[config.mk]
export PLATFORM = sky130hd
export DESIGN_NAME = hazard_scoreboard
export DESIGN_NICKNAME = d
export VERILOG_FILES = /design/src/rtl/hazard_scoreboard.sv
export SDC_FILE = /design/constraint.sdc
export NUM_CORES = 1
export LEC_CHECK = 0
export CAP_MARGIN = 20
export CELL_PAD_IN_SITES_DETAIL_PLACEMENT = 1
export CELL_PAD_IN_SITES_GLOBAL_PLACEMENT = 1
export CORE_UTILIZATION = 36
export DETAILED_ROUTE_END_ITERATION = 8
export PLACE_DENSITY_LB_ADDON = 0.1
export SLEW_MARGIN = 20
export SYNTH_ARGS = -nofsm -noshare
export SYNTH_HDL_FRONTEND = slang
export SYNTH_SLANG_ARGS = --single-unit
[constraint.sdc]
create_clock -name clk -period 3.2 [get_ports clk]
set_clock_uncertainty 0.05 [all_clocks]
set_input_delay 0.32 -clock clk [delete_from_list [all_inputs] [get_ports clk]]
set_output_delay 0.32 -clock clk [all_outputs]
set_load 0.02 [all_outputs]
[src/rtl/hazard_scoreboard.sv]
// hazard_scoreboard: D-stage stall/forward unit backed by a shift scoreboard of in-flight writers
// Ports: clk, reset_n (sync, active low); d_valid, d_rs/d_rt + d_tuse_rs/rt, d_wa + d_tnew describe
// the D-stage instruction; d_md_use/d_md_start/d_md_div describe mult/div traffic.
// Outputs: stall, fwd_rs_sel/fwd_rt_sel (0 = GRF, k+1 = scoreboard entry k), md_busy.
// Optional mult/div busy tracking is compiled in with HAZARD_MD_EN.
module hazard_scoreboard #(
  parameter int NSTAGE  = 3,
  parameter int TW      = 2,
  parameter int AW      = 5,
  parameter int MUL_LAT = 5,
  parameter int DIV_LAT = 10
) (
  input  logic                          clk,
  input  logic                          reset_n,
  input  logic                          d_valid,
  input  logic [AW-1:0]                 d_rs,
  input  logic [AW-1:0]                 d_rt,
  input  logic [TW-1:0]                 d_tuse_rs,
  input  logic [TW-1:0]                 d_tuse_rt,
  input  logic [AW-1:0]                 d_wa,
  input  logic [TW-1:0]                 d_tnew,
  input  logic                          d_md_use,
  input  logic                          d_md_start,
  input  logic                          d_md_div,
  output logic                          stall,
  output logic [$clog2(NSTAGE+1)-1:0]   fwd_rs_sel,
  output logic [$clog2(NSTAGE+1)-1:0]   fwd_rt_sel,
  output logic                          md_busy
);
  localparam int SW = $clog2(NSTAGE + 1);
  logic [AW-1:0] wa_q [NSTAGE];
  logic [AW-1:0] wa_d [NSTAGE];
  logic [TW-1:0] tnew_q [NSTAGE];
  logic [TW-1:0] tnew_d [NSTAGE];
  logic          hit_rs, hit_rt, stall_rs, stall_rt, md_stall;
  logic [SW-1:0] sel_rs, sel_rt;
  logic [TW-1:0] tn_rs, tn_rt;
  // Scanning oldest to youngest lets the youngest match overwrite older ones.
  always_comb begin
    hit_rs = 1'b0;
    hit_rt = 1'b0;
    sel_rs = '0;
    sel_rt = '0;
    tn_rs  = '0;
    tn_rt  = '0;
    for (int k = NSTAGE - 1; k >= 0; k--) begin
      if (d_rs != '0 && wa_q[k] == d_rs) begin
        hit_rs = 1'b1;
        sel_rs = SW'(k + 1);
        tn_rs  = tnew_q[k];
      end
      if (d_rt != '0 && wa_q[k] == d_rt) begin
        hit_rt = 1'b1;
        sel_rt = SW'(k + 1);
        tn_rt  = tnew_q[k];
      end
    end
  end
  assign stall_rs   = d_valid && d_tuse_rs != '1 && hit_rs && tn_rs > d_tuse_rs;
  assign stall_rt   = d_valid && d_tuse_rt != '1 && hit_rt && tn_rt > d_tuse_rt;
  assign stall      = stall_rs | stall_rt | md_stall;
  assign fwd_rs_sel = (hit_rs && tn_rs == '0) ? sel_rs : '0;
  assign fwd_rt_sel = (hit_rt && tn_rt == '0) ? sel_rt : '0;
  always_comb begin
    wa_d[0]   = (d_valid && !stall) ? d_wa : '0;
    tnew_d[0] = (d_valid && !stall) ? d_tnew : '0;
    for (int k = 1; k < NSTAGE; k++) begin
      wa_d[k]   = wa_q[k-1];
      tnew_d[k] = tnew_q[k-1] - TW'(tnew_q[k-1] != '0);
    end
  end
  always_ff @(posedge clk) begin
    for (int k = 0; k < NSTAGE; k++) begin
      wa_q[k]   <= reset_n ? wa_d[k] : '0;
      tnew_q[k] <= reset_n ? tnew_d[k] : '0;
    end
  end
`ifdef HAZARD_MD_EN
  localparam int CW = $clog2(DIV_LAT + 1);
  logic [CW-1:0] md_cnt_q, md_cnt_d;
  assign md_busy  = md_cnt_q != '0;
  assign md_stall = d_valid & d_md_use & md_busy;
  // A start while busy is itself stalled, so it can never reload a running count.
  always_comb begin
    md_cnt_d = (d_valid && d_md_start && !stall) ? (d_md_div ? CW'(DIV_LAT) : CW'(MUL_LAT))
                                                 : md_cnt_q - CW'(md_busy);
  end
  always_ff @(posedge clk) begin
    md_cnt_q <= reset_n ? md_cnt_d : '0;
  end
`else
  logic unused_md;
  assign unused_md = ^{d_md_use, d_md_start, d_md_div, MUL_LAT[0], DIV_LAT[0]};
  assign md_busy   = 1'b0;
  assign md_stall  = 1'b0;
`endif
endmodule
# [Word level (Yosys, flattened, before mapping)]
# Memories as Yosys holds them, arrays and structs flattened.
# Cells that the tools add are included.
[op_classes] add_sub_neg=2 n_lt_le_gt_ge=2 n_eq_ne=8 muxes=28 n_bitwise=1 n_reduce_logical=22
[op_table] op="2-bit 2-to-1 mux" count=18
[op_table] op="5-bit equality test" count=6
[op_table] op="5-bit 2-to-1 mux" count=4
[op_table] op="1-bit logical AND" count=15
[op_table] op="5-bit nonzero test" count=2
[op_table] op="1-bit 2-to-1 mux" count=6
[op_table] op="2-bit greater-than comparator" count=2
[op_table] op="2-bit logical NOT" count=2
[op_table] op="2-bit inequality test (second input constant)" count=2
[op_table] op="2-bit nonzero test" count=2
[op_table] op="2-bit by 1-bit subtractor with 2-bit output" count=2
[op_table] op="1-bit logical NOT" count=1
[op_table] op="1-bit OR" count=1
[word_totals] reg_bits=0 ramBits=21 in_bits=27 elab_cells=65 memories=2
[mem_list] memory="wa_q" depth=3 word_bits=5 rd=3 rd_clocked_by_memory_dff=0 write_ports=3 line="31" source="logic [AW-1:0] wa_q [NSTAGE];"
[mem_list] memory="tnew_q" depth=3 word_bits=2 rd=3 rd_clocked_by_memory_dff=0 write_ports=3 line="33" source="logic [TW-1:0] tnew_q [NSTAGE];"

# [Logic depth before layout (Yosys ltp)]
# An unclocked memory read counts as a cell.
[depth] ltp_word=13 depth_mapped=11

# [Least setup slack after synthesis]
# OpenSTA, ideal clock, no wires.
[synth_timing] path_kind="input to output" startpoint="input d_rt[4]" endpoint="output stall" t_arrival_ns=2.632 required_time_ns=2.830 slack_ns=0.198 path_stages=10 path_cell_list="xor2_1 nor3_2 nand3_2 o31a_2 a22o_1 ha_1 a21oi_1 a221o_1 a311oi_2 o21a_1"
[synth_between] elab_chain_len=8
[synth_rtl] element="from (decl)" line="17" source="input logic [AW-1:0] d_rt,"
[synth_rtl] element="5-bit equality test or 5-bit nonzero test (tied branches)" line="52" source="if (d_rt != '0 && wa_q[k] == d_rt) begin"
[synth_rtl] element="1-bit logical AND" line="52"
[synth_rtl] element="2-bit 2-to-1 mux or 1-bit 2-to-1 mux (tied branches) (3 in series)" line="52"
[synth_rtl] element="2-bit greater-than comparator or 1-bit logical AND (tied branches)" line="60" source="assign stall_rt = d_valid && d_tuse_rt != '1 && hit_rt && tn_rt > d_tuse_rt;"
[synth_rtl] element="1-bit logical AND *" line="60"
[synth_rtl] element="1-bit OR *" line="61" source="assign stall = stall_rs | stall_rt | md_stall;"
[synth_rtl] element="to (decl)" line="25" source="output logic stall,"
# Mark *: on every way between the ends. The rest lies on a longest branch, timed or not.

==> summary.md <==
| Metric | Value |
|---|---|
| Post-DR wirelength/cell | 15.4 µm |
| NumNets Final | 248 |
| Setup crit start | wa_q[0][3]$_SDFF_PN0_ |
| RSZ-0062 raised after global routing | true |
| Setup tns final | -0.0207 ns |
| CP Data Arrival Time | 2.85 ns |
| Dominant cells by area after synthesis | dfxtp_1 (30%), xor2_1 (10%), xnor2_1 (8.8%) |
| Synth Register Bits | 21 |
| PnR worst setup slack | -0.0207 ns |
| Max-cap viol count | 0 |
| Die height | 64.1 µm |
| Clk buf depth | 2 |
| Final Cycle Share | 101% |
| Place WS | -0.846 ns |
| Layout cells sized above 1 | 26.9% |
| Reg-to-reg startpoint | wa_q[0][3]$_SDFF_PN0_ |
| Synth warn | 0 |
| Most common cell after layout, fill and taps aside | buf_4 |
| CORE AREA | 3690 µm² |
| Root buf cell | clkbuf_8 |
| Violated checks | setup timing |
| Power per cell area | a little over 300 nW/µm² |
| Hold Slack | 0.452 ns |
| Grt ovf | 0 |
| Critical setup path kind | reg -> out |
| Peak supply drop | around 0.19 mV |
| Avg Synthesized Cell Area | 8.57 µm² |
| Post-Syn Area | 1390 µm² |
| Netlist cell types | 38 |
| Post-synth EDFFs | 0 |
| Post-synth ARST share | 0% |
| Residual DRC | 0 |
| Run status | finished, violations left |
| Iteration-0 DRC Markers | 46 |
| Largest net degree at the start of global routing | 16 |
| CTS tree | done |
| Clk_lat worst skew | ~0.27 ns |
| Total Routed Length | 4060 µm |
| Fmax achieved | 310 MHz |
| Min-delay worst type | reg -> reg |
| GRT busiest layer | met2 |
| Inserted Clock Buffers | 3 |
| Die W | 64.1 µm |
| # rows | 22 |
| Starting Density | a little under two fifths |
| CP Capture Type | output port |
| # H-tree levels | 1 |
| Commonest cells after routing, fill and taps aside | buf_4 (27), dfxtp_1 (18), clkdlybuf4s50_1 (17) |
| Max Transition Viols Final | 0 |
| Grt met1 use | 26.7% |
| HP Start | tnew_q[0][2]$_SDFF_PN0_ |
| Final Hold Fails | 0 |
| Tot Pwr | 0.598 mW |
| Final Setup Violations | 1 |
| Req. time, crit path | 2.83 ns |
| GRT met2 Usage | approximately two fifths |
| Initial antenna violation count | 0 |
| Startpoint types | flip-flop |
| Number of routed nets with antenna violations | 0 |
| Most frequently used flop master after synthesis | dfxtp_1 |
| Ant. Diodes | 0 |
| Gpl congestion | between 0.9 and 1 |
| CTS Sinks | 21 |
| Min cycle time layout | 3.22 ns |
| Pleak | about 0.82 nW |
| DR vias/cell | between 5 and 6 |
| Post-layout util | 53.7% |
| Post-Syn Instances | roughly 160 |
| Port bufs | 28 |
| Sequential area share after synthesis | 30.3% |
| Crit-path max FO | 3 |
| Global-route wire length before repair | 6930 µm |
| Die ar. | around 4100 µm² |
| Area Overhead vs Synth | 42.6% |
| Vias | approximately 1,400 |
| Syn_nets | just under 200 |
| DR pass1 iterations | 6 |
| Met3 Use GR | 3.75% |
| Clock transition at path regs | about 0.090 ns |
| Number of global-route vias before repair | approximately 1,500 |
| Synth top area share | 30.3% |
| Top-Level Pins | 33 |
| Largest area contributor in the netlist | dfxtp_1 |
| Total track usage | 21.9% |
| DP HPWL | 3330 µm |
report_power, final:
part / internal [mW] / total [mW] / switching (mW) / leakage (nW)
logic: 0.0711 / 0.138 / 0.0668 / 0.623
registers: 0.269 / 0.277 / 0.00817 / 0.172
clock network: 0.0880 / 0.183 / 0.0950 / 0.0217
layer usage:
metal | vias to the layer above | share of wire [%]
met4 | 0 | 1.1
met5 | - | 0
met1 | 661 | 46
li1 | 674 | -
met3 | 6 | 2.9
met2 | 26 | 50
final cells by class:
| type | instances | area [µm²] |
|---|---|---|
| Clock buffer | 3 | 41.3 |
| Clock inverter | 1 | 7.51 |
| Fill cell | 454 | 1710 |
| Inverter | 7 | 26.3 |
| Multi-Input combinational cell | 130 | 963 |
| Sequential cell | 21 | 424 |
| Tap cell | 48 | 60.1 |
| Timing Repair Buffer | 54 | 458 |
cells by family (layout without fill, tap and decap cells):
| logic type | after synthesis | count (layout) | share of synthesized area [%] |
|---|---|---|---|
| flops | 21 | 21 | 30.3 |
| simple gates | 69 | 69 | 27.7 |
| other cells | 1 | 1 | 0.270 |
| buf+inv | 11 | 65 | 3.24 |
| compound gates | 26 | 26 | 15.9 |
| fa+ha+maj | 4 | 4 | 3.60 |
| xor+xnor | 30 | 30 | 18.9 |
flip-flops by register name (all words and copies together), names as in the netlist:
register,count
wa_q,15
tnew_q,6
cells in the mapped netlist (3+ instances only):
master and number:
xor2_1 16, dfxtp_1 21, ha_1 4, nor2_1 7, and2_1 15, nand3_1 6, a21oi_1 4, nor3_2 4
o21a_1 3, inv_1 7, and3_1 4, nor3_1 11, clkbuf_1 3, o21ai_0 3, xnor2_1 14, nand2_1 13
per-stage QoR:
step	instance area, µm²	cells
3_5_place_dp	1890	258
6_report	1980	264
4_1_cts	1980	264
3_3_place_gp	1890	258
5_1_grt	1980	264
2_1_floorplan	1390	162
critical path: stages, from the launching register on:
cell	delay, ns
dfxtp_2	0.35
xor2_1	0.15
nor3_2	0.18
nand3_2	0.10
o31a_2	0.31
a22o_1	0.23
ha_1	0.29
a21oi_1	0.06
a221o_1	0.28
a311oi_2	0.33
o21a_1	0.16
buf_4	0.13
worst paths after layout:
| kind | end | cells past startpoint | slack, ns |
|---|---|---|---|
| setup reg to reg | tnew_q[0][0]$_SDFF_PN0_ | 11 | 0.48 |
| hold / removal | tnew_q[0][5]$_SDFF_PN0_ | 1 | 0.45 |
| hold reg to reg | tnew_q[0][5]$_SDFF_PN0_ | 1 | 0.45 |
| setup / recovery | stall | 11 | -0.02 |
what timing repair did:
action / CTS / global route
resized for setup: 30 / 8
pin swaps: 5 / 4
setup endpoints to repair: 2 / 1
hold buffers: 0 / 0
buffers inserted: 2 / 0
Power figures use the tool's default switching activity.
